**src/rtl/gpu_write_arbiter.sv**
```systemverilog
// Two-requester round-robin arbiter feeding the graphics-processor instruction FIFO.
// Each accepted word pair is written in a single-cycle strobe, followed by a one-cycle gap.
module gpu_write_arbiter #(
    parameter bit SYNC_REQ1      = 1'b1,
    parameter int TIMEOUT_CYCLES = 1024
) (
    input  logic        clk_clk,
    input  logic        reset_reset_n,
    input  logic        req0_valid,
    input  logic [31:0] req0_data_a,
    input  logic [31:0] req0_data_b,
    output logic        req0_ready,
    input  logic        req1_valid,
    input  logic [31:0] req1_data_a,
    input  logic [31:0] req1_data_b,
    output logic        req1_ready,
    input  logic        screen_export,
    input  logic        wrfull,
    output logic [31:0] data_a,
    output logic [31:0] data_b,
    output logic        wrreg,
    output logic [1:0]  grant,
    output logic [15:0] write_count,
    output logic        timeout
);

    localparam int STALL_W = $clog2(TIMEOUT_CYCLES + 1);
    localparam logic [STALL_W-1:0] STALL_LIMIT = STALL_W'(TIMEOUT_CYCLES);

    typedef enum logic [1:0] {
        IDLE  = 2'd0,
        WRITE = 2'd1,
        GAP   = 2'd2
    } state_t;

    state_t             state;
    state_t             state_next;
    logic               elig0;
    logic               elig1;
    logic               pick1;
    logic               grant_ok;
    logic               stall;
    logic               last_req1;
    logic [15:0]        count_next;
    logic [STALL_W-1:0] stall_count;
    logic [STALL_W-1:0] stall_next;

    // Arbitration, ready generation and next-state logic; ready is gated by reset
    // so a requester can never see an acknowledge while the block is held in reset.
    always_comb begin
        elig0      = req0_valid;
        elig1      = req1_valid && (screen_export || !SYNC_REQ1);
        pick1      = elig1 && (!elig0 || !last_req1);
        grant_ok   = (state == IDLE) && !wrfull && (elig0 || elig1) && reset_reset_n;
        req0_ready = grant_ok && !pick1;
        req1_ready = grant_ok && pick1;
        stall      = (state == IDLE) && wrfull && (elig0 || elig1);
        wrreg      = (state == WRITE);
        state_next = state;
        count_next = write_count;
        stall_next = '0;

        case (state)
            IDLE: begin
                if (grant_ok) begin
                    state_next = WRITE;
                end
            end
            WRITE: begin
                state_next = GAP;
                count_next = write_count + 16'd1;
            end
            GAP: begin
                state_next = IDLE;
            end
            default: begin
                state_next = IDLE;
            end
        endcase

        // Saturate at the limit so a very long stall cannot wrap the counter.
        if (stall) begin
            stall_next = (stall_count == STALL_LIMIT) ? stall_count : stall_count + 1'b1;
        end
    end

    // State, output data and bookkeeping registers; the last-grant pointer resets to
    // requester 1 so that requester 0 wins the first tie.
    always_ff @(posedge clk_clk) begin
        if (!reset_reset_n) begin
            state       <= IDLE;
            data_a      <= '0;
            data_b      <= '0;
            grant       <= 2'b00;
            write_count <= '0;
            timeout     <= 1'b0;
            stall_count <= '0;
            last_req1   <= 1'b1;
        end else begin
            state       <= state_next;
            write_count <= count_next;
            stall_count <= stall_next;
            if (stall_next == STALL_LIMIT) begin
                timeout <= 1'b1;
            end
            if (grant_ok) begin
                data_a    <= pick1 ? req1_data_a : req0_data_a;
                data_b    <= pick1 ? req1_data_b : req0_data_b;
                grant     <= pick1 ? 2'b10 : 2'b01;
                last_req1 <= pick1;
            end
        end
    end

endmodule
```
**config.mk**
```make
export PLATFORM = sky130hd
export DESIGN_NAME = gpu_write_arbiter
export DESIGN_NICKNAME = d
export VERILOG_FILES = /design/src/rtl/gpu_write_arbiter.sv
export SDC_FILE = /design/constraint.sdc
export NUM_CORES = 1
export LEC_CHECK = 0
export ABC_AREA = 1
export ABC_CLOCK_PERIOD_IN_PS = 1950
export BUFFER_PORTS_ARGS = -buffer_cell sky130_fd_sc_hd__buf_2
export CORE_ASPECT_RATIO = 0.5
export CORE_MARGIN = 2
export CORE_UTILIZATION = 35
export CTS_CLUSTER_DIAMETER = 50
export DETAILED_ROUTE_END_ITERATION = 7
export PLACE_DENSITY = 0.66
export SLEW_MARGIN = 20
export SYNTH_ARGS = -nofsm -noshare
export SYNTH_HDL_FRONTEND = slang
export SYNTH_SLANG_ARGS = --single-unit
```
**constraint.sdc**
```tcl
create_clock -name clk_clk -period 1.95 [get_ports clk_clk]
set_input_delay 0.39 -clock clk_clk [delete_from_list [all_inputs] [get_ports clk_clk]]
set_output_delay 0.39 -clock clk_clk [all_outputs]
set_load 0.03 [all_outputs]
```
# ---- Word level (Yosys, flattened, before mapping)
# Cells that the tools add are included.
dict set report word_totals {
  inputBits 134
  reg_bits 97
  output_inout_bits 86
  elab_cells 37
}
dict set report op_classes {
  n_eq_ne 4
  add_sub_neg 2
  reduce_logical 16
  muxes 7
}
# op n
set ops {}
lappend ops {{$mux 32} 2}
lappend ops {{$eq 11x11->1 const B} 2}
lappend ops {{$mux 11} 2}
lappend ops {{$add 16x1->16 const B} 1}
lappend ops {{$add 11x1->11 const B} 1}
lappend ops {{$logic_and 1x1->1} 9}
lappend ops {{$logic_not 1->1} 4}
lappend ops {{$mux 2} 2}
lappend ops {{$pmux 2 s2} 1}
lappend ops {{$eq 2x1->1 const B} 1}
lappend ops {{$logic_not 2->1} 1}
lappend ops {{$logic_or 1x1->1} 2}
lappend ops {{$ne 2x2->1 const B} 1}

# ---- Logic depth before layout (Yosys ltp)
dict set report depth {
  word_depth 6
  depth_mapped 12
  ltp_nobuf 12
}

# ---- Least setup slack after synthesis
# No wires, ideal clock.
dict set report synth_timing {
  path_type {reg2reg}
  from {register write_count[0]}
  to {register write_count[12]}
  synth_period_minus_slack_ns 1.732
  n_path_buf 0
  path_stages_with_launch 11
  t_arrival_ns 1.615
  setup_time_ns 0.117
  t_required_ns 1.833
  slack_ns 0.218
  cell_sequence {dfxtp_1 ha_1 nand2_1 nor2_1 nand2_1 nor2_1 nand2_1 nor2_2 nand4_1 nand2_1 a21oi_1}
}
dict set report synth_between {
  elab_chain_cells 1
}
# item line_no
set synth_rtl {}
lappend synth_rtl {{start, declared} 23} ;# output logic [15:0] write_count,
lappend synth_rtl {{start signal, assigned} 101} ;# write_count <= count_next;
lappend synth_rtl {{$add 16x1->16} 71} ;# count_next = write_count + 16'd1;
# Every way passes these cells.
# A chain may end at the register's enable or synchronous reset.

# ---- Worst setup path in the final report
dict set report layout_timing {
  from {register state[1]}
  to {output port req1_ready}
}
dict set report layout_between {
  elab_chain_cells 5
}
# item line_no
set layout_rtl {}
lappend layout_rtl {{start, declared} 36} ;# state_t state;
lappend layout_rtl {{start signal, assigned} 100} ;# state <= state_next;
lappend layout_rtl {{$logic_not 2->1} 54} ;# grant_ok = (state == IDLE) && !wrfull && (elig0 || elig1) && reset_reset_n;
lappend layout_rtl {{$logic_and 1x1->1 (3 in a row)} 54}
lappend layout_rtl {{$logic_and 1x1->1} 56} ;# req1_ready = grant_ok && pick1;
lappend layout_rtl {{end, declared} 16} ;# output logic req1_ready,
# Every way passes these cells.

==> key figures <==
Worst setup path
  • Crit path kind: flip-flop to output port
  • CP required: 1560 ps
  • Worst path max stage delay: 310 ps
  • CP cell instances: nor2_1 -> nand2_1 -> nor2_2 -> nand2_2 -> nor2_4 -> clkbuf_4
  • Critical Path Start Type: flip-flop
  • Worst EP arrival: 1450 ps
  • Worst path top cell family by delay: simple AND/OR/NAND/NOR gates
  • Critical path peak fanout: 4
  • CP Capture Type: output port
  • Critical path's slowest cell: dfxtp_1
  • Worst path buffer plus inverter count: 1

Floorplanning
  • Die Width: 158 µm
  • Io pins: 220
  • Starting density of the core: 35.5%
  • Die H: 81.0 µm
  • Row count: 28
  • Area of the core: 0.0117 mm²
  • DIE AREA: 0.0128 mm²

Finish
  • Multi-input gate area: 0.00194 mm²
  • Flip-flop and latch area: 0.00194 mm²
  • # fillers: 1192
  • Layout area overhead: 39.5%
  • Nets: 929
  • Diode count: 0
  • Design Area, Final: 0.00579 mm²
  • Layout cells sized above 1: 32.2%

Timing
  • Worst Tran Pin Value: 654 ps
  • Final Hold Vio Count: 0
  • Endpoints failing setup: 0
  • Fmax: 0.544 GHz
  • RSZ-0062 raised after global routing: yes
  • Setup TNS: 0 ps
  • Tcrit/Tclk final: 94.2%
  • Min cycle time layout: 1840 ps
  • Slew margin rel.: 56.2%
  • Hold_ws: 302 ps
  • Final Slew Violations: 0
  • Worst Skew: 8.21 ps

Clock tree
  • Clk sinks: 97
  • CTS root buf: clkbuf_16
  • Post-CTS Hold Buffers: 0
  • H-tree levels: 3
  • Clock buffer depth: 2
  • CTS tree: done
  • Num CTS Buffers: 9
  • Worst-path clk slew: 70 ps
  • Skew-Pair Late Insertion Delay: 340 ps

Synthesis
  • Mapped Cells: 580
  • Synth top area share: 46.8%
  • Seq/Total Area, Yosys: 46.8%
  • Top-count cell post-synth: nand2_1
  • Cell variety after synth: 24
  • Synth Area in Compound Gates: 13.4%
  • Ys async rst share: 0%
  • Post-Syn Nets: 717
  • Top post-synthesis cells by count: nand2_1 (239), dfxtp_1 (97), a31oi_1 (64)
  • Synth Area in Simple Gates: 31.1%
  • Mux cell area share after synthesis: 0%
  • Flops & latches, synth: 97
  • Largest cells by area after synthesis: dfxtp_1 (47%), nand2_1 (22%), a31oi_1 (9.6%)
  • Synth area leader: dfxtp_1
  • Synth Flop Type: dfxtp_1
  • Synthesis Warnings: 0
  • Adder-cell area share of the yosys netlist: 0.904%
  • Post-Syn Area: 0.00415 mm²
  • Post-synth EDFFs: 0
  • Syn_area_per_cell: 7.16 µm²
  • Xor-xnor portion of the synthesized cell area: 1.05%
  • Largest family of logic cells by synthesized area: simple AND/OR/NAND/NOR gates

GRT
  • Largest net degree at the start of global routing: 42
  • Total track usage: 18.6%
  • Vias in the first global route: 3928
  • Total gr overflow: 0
  • First-pass GRT wire length: 19100 µm
  • Initial antenna violation count: 0

Routing
  • First-pass DRT Iterations: 5
  • Vias: 4541
  • Residual DRC: 0
  • ANT nets after route: 0
  • DR iter-0 viols: 328
  • Vias per cell: 4.72
  • Wirelength per Cell: 12.7 µm
  • Final wirelength: 12300 µm

Place
  • Detailed placement HPWL: 8840 µm
  • Post-DP Area: 0.00544 mm²
  • PortBufs: 219
  • Gp weighted congestion: 0.852

Power
  • P per Cell Area: 798 mW/mm²
  • Max rail drop VDD: 0.351 mV
  • Leak: 2.59 nW
  • Total power: 4.62 mW

Status
  • Run status: completed

Hold path
  • Hold Crit Class: input port to flip-flop

Run
  • Max-cap violations: 0
[routing by layer]
layer	vias to the layer above	share of wire [%]	GRT usage, %
met5	-	0	0
met4	0	2.1	6.85
met3	20	4.8	4.11
met2	135	49	31.3
met1	2063	44	23.6
li1	2323	-	-
[registers in the layout, summed over array words and instances (netlist names)]
name and flops:
write_count 16, last_req1 1, timeout 1, data_b 32, stall_count 11, data_a 32
grant 2, state 2
[path summary, 6_finish.rpt]
kind / from / end / slack (ps) / depth (start not counted)
hold reg to reg: timeout / timeout / 460 / 2
hold / removal: req0_data_a[24] / data_a[24] / 300 / 3
setup reg to reg: state[1] / data_b[25] / 260 / 9
setup / recovery: state[1] / req1_ready / 110 / 6
[layout make-up]
class,instances,area share (%)
clock buffer,10,4.13
clock inverter,6,1.58
inverter,27,1.75
multi-input combinational,424,33.5
sequential,97,33.5
tap,165,3.56
timing repair buffer,233,22.0
[metrics by stage]
step | util [%] | setup slack, ps | std cells
floorplan | - | 218 | 580
global placement | 46.5 | 160 | 944
detailed placement | 46.5 | 134 | 944
CTS | 49.3 | 2.91 | 960
global route | 49.5 | -30.3 | 962
finish | 49.5 | 112 | 962
[logic make-up (layout without fill, tap and decap cells)]
kind of cell | count (synthesis) | after routing
xor gates and xnor gates | 5 | 5
buffers and inverters | 59 | 276
and+or+nand+nor | 324 | 324
AOI/OAI and AO/OA | 92 | 92
adders and majority gates | 3 | 3
DFF | 97 | 97
[tightest hold or removal path, cell delays in order]
cell     delay (ps)
buf_2            90
nand2_1          50
a31oi_1          60
[cells in the final DEF, fill, tap and decap left out, types with 7 or more instances in the layout]
master / instances
nand2_1: 239
buf_2: 217
dfxtp_1: 97
a31oi_1: 64
nor2_1: 43
inv_1: 26
nand3_1: 19
a21oi_1: 14
clkbuf_16: 9
buf_4: 9
o21ai_0: 8
nor3_1: 7
[what timing repair did]
action / 4_1_cts / 5_1_grt
endpoints found under the setup margin: 0 / 2
gates resized for setup: 0 / 4
buffers inserted: 0 / 2
[where the power goes]
part	switching [mW]	internal [mW]
sequential	0.0356	2.05
clock	0.800	1.16
combinational	0.353	0.226
(Power assumes the default switching activity.)
